`src/rtl/next_pc_ctrl_pkg.sv`:
```
// Shared encodings for the next-PC controller: branch kinds, FSM states, PC step.
package next_pc_ctrl_pkg;
  localparam logic [1:0]  BR_COND = 2'b00;
  localparam logic [1:0]  BR_JAL  = 2'b01;
  localparam logic [1:0]  BR_JALR = 2'b10;
  localparam logic [1:0]  BR_RSVD = 2'b11;
  localparam logic [31:0] PC_INC  = 32'd4;

  typedef enum logic [1:0] {
    S_BOOT  = 2'd0,
    S_REQ   = 2'd1,
    S_FLUSH = 2'd2
  } state_e;
endpackage

```
`src/rtl/PCimm.sv`:
```
// Target adder: base + signed immediate, 32-bit wrap.
module PCimm (
  input  logic [31:0] PC,
  input  logic [31:0] Imm,
  output logic [31:0] Sum
);
  assign Sum = PC + Imm;
endmodule

```
`src/rtl/next_pc_ctrl.sv`:
```
// Next-PC / fetch-request controller with branch redirect and flush pulse.
// Define PC_MISALIGN_TRAP_EN to trap misaligned targets to TRAP_VEC.
module next_pc_ctrl
  import next_pc_ctrl_pkg::*;
#(
  parameter logic [31:0] RESET_PC = 32'h0000_0000,
  parameter logic [31:0] TRAP_VEC = 32'h0000_0100
) (
  input  logic        clk,
  input  logic        rst_n,
  input  logic        br_valid,
  input  logic        br_taken,
  input  logic [1:0]  br_kind,
  input  logic [31:0] br_pc,
  input  logic [31:0] br_imm,
  input  logic [31:0] br_rs1,
  input  logic        stall,
  output logic        if_req,
  output logic [31:0] if_addr,
  input  logic        if_ack,
  output logic [31:0] pc,
  output logic        flush,
  output logic        trap
);
  state_e      state;
  logic [31:0] base, sum, target, redir_pc;
  logic        redirect;

  assign base = (br_kind == BR_JALR) ? br_rs1 : br_pc;

  PCimm u_pcimm (
    .PC  (base),
    .Imm (br_imm),
    .Sum (sum)
  );

  assign target   = (br_kind == BR_JALR) ? {sum[31:1], 1'b0} : sum;
  // Redirects win over stall and the sequential advance; ignored while booting.
  assign redirect = br_valid && br_taken && (br_kind != BR_RSVD) && (state != S_BOOT);

  assign if_req  = (state == S_REQ) && !stall;
  assign if_addr = pc;

`ifdef PC_MISALIGN_TRAP_EN
  logic misalign;
  assign misalign = |target[1:0];
  assign redir_pc = misalign ? TRAP_VEC : target;

  always_ff @(posedge clk or negedge rst_n) begin
    if (!rst_n) trap <= 1'b0;
    else        trap <= redirect && misalign;
  end
`else
  assign redir_pc = target & ~32'd3;
  assign trap     = 1'b0;
`endif

  always_ff @(posedge clk or negedge rst_n) begin
    if (!rst_n) begin
      pc    <= RESET_PC;
      state <= S_BOOT;
      flush <= 1'b0;
    end else begin
      flush <= redirect;
      if (redirect) begin
        pc    <= redir_pc;
        state <= S_FLUSH;
      end else begin
        if (if_req && if_ack) pc <= pc + PC_INC;
        state <= S_REQ;
      end
    end
  end
endmodule

```
`config.mk`:
```
export PLATFORM = sky130hd
export DESIGN_NAME = next_pc_ctrl
export DESIGN_NICKNAME = d
export VERILOG_FILES = /design/src/rtl/next_pc_ctrl_pkg.sv /design/src/rtl/PCimm.sv /design/src/rtl/next_pc_ctrl.sv
export SDC_FILE = /design/constraint.sdc
export NUM_CORES = 1
export LEC_CHECK = 0
export CAP_MARGIN = 20
export CORE_UTILIZATION = 44
export DETAILED_ROUTE_END_ITERATION = 7
export PLACE_DENSITY = 0.89
export REMOVE_ABC_BUFFERS = 1
export SYNTH_ARGS = -nofsm -noshare
export SYNTH_HDL_FRONTEND = slang
export SYNTH_SLANG_ARGS = --single-unit
```
`constraint.sdc`:
```
create_clock -name clk -period 2.3 [get_ports clk]
set_input_delay 0.345 -clock clk [delete_from_list [all_inputs] [get_ports clk]]
set_output_delay 0.345 -clock clk [all_outputs]
set_load 0.05 [all_outputs]
```
==> flow_summary.toml, run 1 <==
[cts]
numCtsBuffers = 5
clock_tree.root_cell = "clkbuf_8"
cts.htree.levels = 2
holdBufCountCts = 0
cts_tree = "done"
cts_buffer_depth = 2
path_clk_slew_ns = 0.08
clock_latency_ns = 0.29
cts_sinks = 32

[logic_synthesis]
ys_seq_elements = 32
netlist.area_leader.share_pct = 19.7
avgSynthCellArea_um2 = 7.89
synth_ff_type = "dfrtp_1"
synth.distinct_cells = 57
yosys_warnings = 0
postSynthCellCount = 516
synthesis.area_mm2 = 0.00407
ys_seq_area_share_pct = 19.7
synthArstFlopShare_pct = 100
synth.area.top_cells = "dfrtp_1, ha_1, mux2_2"
yosysTopAreaCell = "dfrtp_1"
synth-edff-count = 0

[place]
routabilityCongestion = 0.909
port_buffers = 165
place_hpwl_um = 10900
dp_slack_ns = -1.47

[die]
die_w_um = 98.2
initial_core_util_pct = 46.0
pin_count = 171
die_y_um = 98.2
rows = 34
core_area_mm2 = 0.00885
die_area_mm2 = 0.00965

[global_route]
grt_pass1_vias = 5499
grt_usage_pct = 34.1
antenna_found_initial = 0
grt_max_degree = 33
grt_pass1_wl_um = 26200
grt-ovfl-total = 0

[sta]
max_slew_margin_pct = 61.8
maxSlewViolCount = 0
fin_crit_sh_pct = 127
fin_tns_setup_ns = -11.82
fin_skew_ns = 0.00736
rsz0062_at_grt = "yes"
fmax_ghz = 0.342
setup_ws_ns = -0.621
setup_violations = 28
tightest_slew_ns = 0.557
fin_crit_ns = 2.92
hold_violations = 0

[routing]
vias_per_cell = 6.19
routed-wl-met2_um = 9530
firstDrtPassIters = 8
wl_met3_um = 1650
wl_per_cell_um = 21.4
drt-initial-drc-count = 451
vias = 5469
drc_errors = 13
wl_met1_um = 6430
antenna_left = 0
drt-total-wl_um = 18900
top_layer_used = "met4"

[worst_setup_path]
r2r-start = "flush$_DFF_PN0_"
r2r_cells = 8
start_kind = "input pin"
worstSetupEndpointType = "register"
crit_type = "input pin to register"
arrival_ns = 3.10
rrSetupSlack_ns = -0.12
cp_max_fo = 5
crit_required_ns = 2.47
reg2reg_to = "if_addr[22]$_DFFE_PN0P_"
crit_start = "br_kind[1]"

[power_and_ir_drop]
p_leak_nw = 3.23
ir_drop_mv = 0.600
powerDensity_mw_per_mm2 = 766

[finish]
drive_above_1_share_pct = 37.8
syn_to_final_growth_pct = 87.5
num-nets-final = 912
antenna_cells = 0
fill_cells = 402
layout.cells.most_common_list = "clkdlybuf4s50_1, buf_4, nand2_1, nor2_1, dfrtp_1"
final_common_cell = "clkdlybuf4s50_1"
fin_util_pct = 86.3

[worst_hold_path]
holdCritPathClass = "input pin to asynchronous set/reset pin"

[run_status]
status = "complete, but fails checks"
violations = "DRC, setup timing"

[run]
cap_violations = 0
==> power by group <==
group          internal (W)  switching [W]  leakage, nW  total (W)
Clock              0.000383       0.000237       0.0645   0.000620
Sequential         0.000735       0.000274        0.386    0.00101
Combinational       0.00172        0.00250         2.77    0.00422
==> stage by stage <==
step           total power [W]  std cells  hold WS (ns)  cell area, um2
2_1_floorplan          0.00307        466        0.0494            3750
3_3_place_gp           0.00448        852         0.630            6410
3_5_place_dp           0.00457        852         0.658            6410
4_1_cts                0.00546        875         0.475            7260
5_1_grt                0.00605        883         0.520            7640
6_report               0.00585        883         0.493            7640
==> worst max path at each step <==
stage | to | cells past startpoint
after floorplan | if_addr[31]$_DFFE_PN0P_ | 5
after global placement | if_addr[30]$_DFFE_PN0P_ | 13
after detailed placement | if_addr[30]$_DFFE_PN0P_ | 13
after CTS | if_addr[30]$_DFFE_PN0P_ | 15
after global routing | if_addr[31]$_DFFE_PN0P_ | 14
final | if_addr[31]$_DFFE_PN0P_ | 14
==> cells by family (layout without fill, tap and decap cells) <==
group | Yosys count | count (layout) | synth area share [%]
other | 1 | 5 | 0.0921
buffers and inverters | 66 | 321 | 9.43
adders and majority gates | 34 | 34 | 10.4
xor gates and xnor gates | 52 | 52 | 11.2
DFF | 32 | 32 | 19.7
AOI/OAI and AO/OA | 122 | 122 | 18.5
muxes | 36 | 36 | 9.77
and+or+nand+nor | 173 | 173 | 21.0
==> layer usage <==
| layer | global-route usage, % | vias up |
|---|---|---|
| met5 | 0 | - |
| met4 | 15.5 | 0 |
| met3 | 7.73 | 127 |
| met2 | 65.5 | 421 |
| met1 | 34.7 | 2580 |
| li1 | - | 2341 |
==> layout make-up <==
cell class	count	area, um2	share of cell area (%)
Clock buffer	7	96.3	1.26
Clock inverter	1	30.0	0.393
Inverter	12	45.0	0.590
Multi-Input combinational cell	422	3730	48.9
Sequential cell	32	801	10.5
Tap cell	108	135	1.77
Timing Repair Buffer	301	2800	36.6
==> Yosys cell counts (all sizes together) (2+ instances only) <==
| library cell | count |
|---|---|
| a21o | 7 |
| nor3 | 13 |
| nor2b | 2 |
| dfrtp | 32 |
| nand4 | 16 |
| a211oi | 5 |
| and3 | 8 |
| nand2b | 3 |
| xnor2 | 25 |
| a21oi | 38 |
| o31ai | 3 |
| or4 | 2 |
| mux2i | 6 |
| a211o | 2 |
| nor2 | 40 |
| or2 | 4 |
| ha | 34 |
| mux2 | 30 |
| o21ai | 41 |
| o211ai | 3 |
| clkbuf | 17 |
| nand2 | 49 |
| buf | 37 |
| and4 | 5 |
| nor4 | 4 |
| nor3b | 2 |
| a31o | 2 |
| inv | 11 |
| and2 | 4 |
| o21bai | 3 |
| xor2 | 27 |
| nand3 | 17 |
| o21a | 2 |
| nand3b | 2 |
==> timing repair <==
action,4_1_cts,5_1_grt
gates resized for setup,123,71
pin swaps,41,47
buffers inserted,19,13
endpoints found under the setup margin,29,29
cloned,3,0
==> sequential cells by signal, summed over array words and instances (netlist names) <==
register / cells
state: 1
flush: 1
if_addr: 30
==> critical path, cell delays in order <==
cell,delay (ns)
buf_2,0.12
nand2b_4,0.17
buf_16,0.16
mux2_2,0.38
ha_4,0.29
nand4_1,0.17
a21oi_2,0.29
nand2_2,0.15
o21ai_4,0.21
a41oi_2,0.14
buf_6,0.16
o31ai_4,0.26
a41o_1,0.19
nor2_1,0.04
No activity file was read; power rests on OpenSTA's default activity.
==> run 2: changes to the inputs <==
--- a/config.mk
+++ b/config.mk
@@ -5,10 +5,12 @@
 export SDC_FILE = /design/constraint.sdc
 export NUM_CORES = 1
 export LEC_CHECK = 0
+export ABC_AREA = 1
 export CAP_MARGIN = 20
-export CORE_UTILIZATION = 44
+export CORE_UTILIZATION = 47
+export CTS_CLUSTER_SIZE = 10
 export DETAILED_ROUTE_END_ITERATION = 7
-export PLACE_DENSITY = 0.89
+export PLACE_DENSITY = 0.9
 export REMOVE_ABC_BUFFERS = 1
 export SYNTH_ARGS = -nofsm -noshare
 export SYNTH_HDL_FRONTEND = slang
==> flow_summary.toml, run 2 <==
[logic_synthesis]
ys_seq_elements = 32
synth-edff-count = 0
synth.most_common_cell = "nand2_1"
postSynthCellCount = 820
synth.area.top_cells = "nand2_1, dfrtp_1, ha_1"
synthesis.area_mm2 = 0.00480
ys_seq_area_share_pct = 16.7
yosysTopAreaCell = "nand2_1"
synthArstFlopShare_pct = 100
synth_ff_type = "dfrtp_1"
netlist.area_leader.share_pct = 19.6
yosys_warnings = 0
synth_common_cells = "nand2_1, nor2_1, a21oi_1"
synth.distinct_cells = 43
avgSynthCellArea_um2 = 5.85

[run_status]
status = "complete, but fails checks"
violations = "setup timing"

[cts]
clock_latency_ns = 0.29
cts_sinks = 32
numCtsBuffers = 5
cts_tree = "done"
cts_buffer_depth = 2
cts.htree.levels = 2
clock_tree.root_cell = "clkbuf_8"
path_clk_slew_ns = 0.07

[power_and_ir_drop]
power.total_w = 0.00571
ir_drop_mv = 0.518
p_leak_nw = 3.52
powerDensity_mw_per_mm2 = 706

[sta]
maxSlewViolCount = 0
fin_skew_ns = 0.00484
fmax_ghz = 0.398
setup_violations = 18
setup_ws_ns = -0.213
max_slew_margin_pct = 65.8
fin_crit_sh_pct = 109
hold_violations = 0
rsz0062_at_grt = "yes"
tightest_slew_ns = 0.512
fin_crit_ns = 2.51
hold_ws_ns = 0.459

[finish]
final_common_cell = "nand2_1"
drive_above_1_share_pct = 28.7
num-nets-final = 1158
largest_reg_flops = 30
layout.cells.most_common_list = "nand2_1, clkdlybuf4s50_1, inv_1, buf_4, nor2_1"
antenna_cells = 0
syn_to_final_growth_pct = 68.5
fill_cells = 598

[die]
die_w_um = 103
initial_core_util_pct = 48.9
rows = 36
die_area_mm2 = 0.0106
die_y_um = 103
core_area_mm2 = 0.00982
pin_count = 171

[global_route]
grt_max_degree = 33
grt_pass1_vias = 6229
grt_usage_pct = 34.1
grt-ovfl-total = 0
grt_pass1_wl_um = 28500
antenna_found_initial = 0

[worst_setup_path]
start_kind = "input pin"
worst_path_largest_cell_delay_ns = 0.38
slowest_stage = "o21ai_0"
path_cells = "buf_8, inv_4, nand2_4, buf_8, clkbuf_16, nand2_1, nand2_2, ha_4, a21oi_4, buf_4, nand2_1, nand2_1, nand2_1, nand2_1, nand2_1, o21ai_0, nand2_1, o21ai_2"
crit_required_ns = 2.52
cp_max_fo = 8
arrival_ns = 2.73
critical_path.top_delay_family = "simple AND/OR/NAND/NOR gates"
cp_num_buf_inv = 5
crit_type = "input pin to register"
worstSetupEndpointType = "register"
critPathMostFrequentCell = "nand2_1"

[routing]
firstDrtPassIters = 6
antenna_left = 0
drc_errors = 0
wl_per_cell_um = 19.0
drt-initial-drc-count = 902
vias_per_cell = 6.13
drt-total-wl_um = 22000
vias = 7069

[worst_hold_path]
holdCritPathClass = "input pin to asynchronous set/reset pin"

[run]
cap_violations = 0

[place]
port_buffers = 165
place_hpwl_um = 12400
routabilityCongestion = 0.967
==> run 2: cell count changes after synthesis, sizes merged, moves of 6 or more <==
| cell | change |
|---|---|
| and3 | -7 |
| nand2 | +212 |
| buf | +9 |
| xor2 | -19 |
| clkbuf | -10 |
| o21ai | +12 |
| a31oi | +6 |
| mux2 | -30 |
| xnor2 | -16 |
| a21oi | +40 |
| nor2 | +46 |
| nand3 | +32 |
| inv | +69 |
==> run 2: where the power goes <==
part	switching (W)	total, W	internal (W)
Sequential	0.000298	0.00101	0.000716
Clock	0.000220	0.000602	0.000382
Combinational	0.00258	0.00409	0.00152
==> run 2: metrics by stage <==
| stage | utilization [%] | setup TNS (ns) | std cells | setup slack (ns) | cell area (um2) |
|---|---|---|---|---|---|
| 4_1_cts | 77.4 | 0 | 1147 | 0.000828 | 7600 |
| 3_3_place_gp | 69.3 | -14.77 | 1131 | -0.642 | 6810 |
| 6_report | 82.3 | -1.41 | 1154 | -0.213 | 8090 |
| 2_1_floorplan | - | -10.79 | 771 | -0.611 | 4470 |
| 3_5_place_dp | 69.3 | -17.37 | 1131 | -0.737 | 6810 |
| 5_1_grt | 82.3 | -2.58 | 1154 | -0.227 | 8090 |
==> run 2: metal layers <==
metal	track usage, %	vias to the layer above	wire length, um
met2	60.7	688	9930
met4	14.4	0	1650
met3	4.07	202	2720
li1	-	3065	-
met5	0	-	0
met1	41.3	3114	7680
==> run 2: worst paths after layout <==
check	start	end	slack [ns]	depth (start not counted)
min in group clk	br_kind[0]	state[0]$_DFF_PN0_	0.56	4
max in group asynchronous	rst_n	if_addr[23]$_DFFE_PN0P_	1.53	2
min	rst_n	if_addr[7]$_DFFE_PN0P_	0.46	2
min reg2reg	if_addr[30]$_DFFE_PN0P_	if_addr[30]$_DFFE_PN0P_	0.59	2
max	br_kind[0]	if_addr[15]$_DFFE_PN0P_	-0.21	18
max reg2reg	if_addr[2]$_DFFE_PN0P_	if_addr[14]$_DFFE_PN0P_	0.29	11
==> run 2: what timing repair did <==
| item | CTS | global route |
|---|---|---|
| cloned | 2 | 1 |
| pin swaps | 29 | 61 |
| endpoints found under the setup margin | 27 | 27 |
| hold buffers | 0 | 0 |
| hold endpoints to repair | 0 | 0 |
| gates resized for setup | 120 | 118 |
| setup buffers | 6 | 6 |
==> run 2: worst register-to-register path: stages (launching register included) <==
cell	delay (ns)
dfrtp_1	0.47
ha_1	0.23
nand3_1	0.15
nor2_2	0.18
nand2_2	0.12
inv_2	0.09
nand2_1	0.06
inv_2	0.09
nand2_1	0.07
xnor2_1	0.13
o21ai_0	0.19
a21oi_1	0.11
==> run 2: area by class of cell <==
cell class                 instances  area [um2]  share of cell area [%]
multi-input combinational        659        4320                    53.4
timing repair buffer             242        2370                    29.3
sequential                        32         801                    9.90
inverter                          80         305                    3.78
tap                              133         166                    2.06
clock buffer                       7        96.3                    1.19
clock inverter                     1        30.0                   0.371
==> run 2: cells by family after synthesis <==
logic type / share of synthesized area, %
buffers and inverters: 13.5
XOR/XNOR: 3.10
AND/OR/NAND/NOR: 40.1
other: 0.0782
adder cells (fa/ha/maj): 8.87
flip-flops: 16.7
AO/OA/AOI/OAI: 17.4
multiplexers: 0.209
==> run 3: changes to the inputs <==
--- a/config.mk
+++ b/config.mk
@@ -12,6 +12,7 @@
 export DETAILED_ROUTE_END_ITERATION = 7
 export PLACE_DENSITY = 0.9
 export REMOVE_ABC_BUFFERS = 1
+export SKIP_CTS_REPAIR_TIMING = 1
 export SYNTH_ARGS = -nofsm -noshare
 export SYNTH_HDL_FRONTEND = slang
 export SYNTH_SLANG_ARGS = --single-unit
==> flow_summary.toml, run 3 (synthesized netlist as in run 2, its figures left out) <==
[run_status]
status = "completed"

[power_and_ir_drop]
ir_drop_mv = 0.515
power.total_w = 0.00533
powerDensity_mw_per_mm2 = 714
p_leak_nw = 3.33

[place]
port_buffers = 165
place_area_mm2 = 0.00681
place_hpwl_um = 12400
routabilityCongestion = 0.967

[finish]
drive_above_1_share_pct = 20.3
syn_to_final_growth_pct = 55.6
antenna_cells = 0
largest_reg_flops = 30
fin_util_pct = 76.0
num-nets-final = 1145
layout.cells.most_common_list = "nand2_1, clkdlybuf4s50_1, inv_1, nor2_1, buf_4"
final_common_cell = "nand2_1"
design_area_mm2 = 0.00746

[routing]
drc_errors = 0
vias_per_cell = 5.44
antenna_left = 0
drt-initial-drc-count = 359
vias = 6203
drt-total-wl_um = 16800
firstDrtPassIters = 5
wl_per_cell_um = 14.8

[worst_setup_path]
r2r-start = "if_addr[2]$_DFFE_PN0P_"
cp_max_fo = 12
arrival_ns = 2.48
r2r_cells = 11
rrSetupSlack_ns = 0.35
start_kind = "input pin"
crit_type = "input pin to register"
crit_start = "br_kind[0]"
crit_required_ns = 2.49
worstSetupEndpointType = "register"
reg2reg_to = "if_addr[30]$_DFFE_PN0P_"

[global_route]
grt_pass1_wl_um = 24700
grt_usage_pct = 29.2
grt_pass1_vias = 5545
grt-ovfl-total = 0
grt_max_degree = 33
antenna_found_initial = 0

[sta]
maxSlewViolCount = 0
fin_crit_ns = 2.30
hold_violations = 0
fmax_ghz = 0.435
max_slew_margin_pct = 63.2
fin_crit_sh_pct = 99.9
fin_tns_setup_ns = 0
setup_violations = 0
hold_ws_ns = 0.451
rsz0062_at_grt = "yes"
fin_skew_ns = 0.00526
tightest_slew_ns = 0.545

[cts]
cts_sinks = 32
cts_buffer_depth = 2
path_clk_slew_ns = 0.07
cts_tree = "done"
clock_tree.root_cell = "clkbuf_8"
clock_latency_ns = 0.29
numCtsBuffers = 5
cts.htree.levels = 2

[die]
die_y_um = 103
pin_count = 171
core_area_mm2 = 0.00982
initial_core_util_pct = 48.9
die_area_mm2 = 0.0106
rows = 36
die_w_um = 103

[run]
cap_violations = 0

[worst_hold_path]
holdCritPathClass = "input pin to asynchronous set/reset pin"
-- run 3: cell types whose count changed in the layout (fill, tap and decap cells not counted), sizes merged --
cell    before  now
buf         78   64
clkbuf       9   10
-- run 3: critical path: stages --
cell	delay, ns
clkbuf_2	0.10
inv_2	0.05
nand2_4	0.09
inv_4	0.06
buf_12	0.14
buf_12	0.13
nand2_1	0.05
nand2_1	0.06
ha_2	0.38
nand2_1	0.10
o21ai_0	0.28
nand2_1	0.11
o311ai_0	0.16
nor2_1	0.12
nand3_1	0.11
nand3_1	0.08
nand2_1	0.07
nand2_1	0.04
-- run 3: where the power goes --
group	internal [W]	total, W	switching (W)
logic	0.00138	0.00371	0.00232
registers	0.000716	0.00101	0.000297
clock network	0.000382	0.000606	0.000224
-- run 3: cell type report --
type | count | area, um2
Inverter | 80 | 303
Sequential cell | 32 | 801
Tap cell | 133 | 166
Fill cell | 762 | 2360
Clock inverter | 1 | 30.0
Multi-Input combinational cell | 659 | 3860
Timing Repair Buffer | 229 | 2200
Clock buffer | 7 | 96.3
-- run 3: through the flow --
step           setup WS (ns)  cells
6_report             0.00326   1141
5_1_grt               -0.119   1141
4_1_cts               -0.445   1139
3_5_place_dp          -0.737   1131
3_3_place_gp          -0.642   1131
2_1_floorplan         -0.611    771
-- run 3: how the worst max path moves through the flow --
stage	end	slack (ns)	cells past startpoint
5_1_grt	if_addr[24]$_DFFE_PN0P_	-0.12	16
3_5_place_dp	if_addr[26]$_DFFE_PN0P_	-0.74	19
4_1_cts	if_addr[26]$_DFFE_PN0P_	-0.45	19
6_report	if_addr[31]$_DFFE_PN0P_	0.003	18
2_1_floorplan	if_addr[5]$_DFFE_PN0P_	-0.61	7
3_3_place_gp	if_addr[21]$_DFFE_PN0P_	-0.64	17
-- run 3: per-layer routing --
layer | vias to the layer above | part of all wire [%] | global-route usage, %
met5 | - | 0 | 0
met4 | 0 | 2.6 | 7.58
met3 | 45 | 7.6 | 2.31
met2 | 342 | 49 | 51.5
met1 | 2777 | 41 | 38.3
li1 | 3039 | - | -
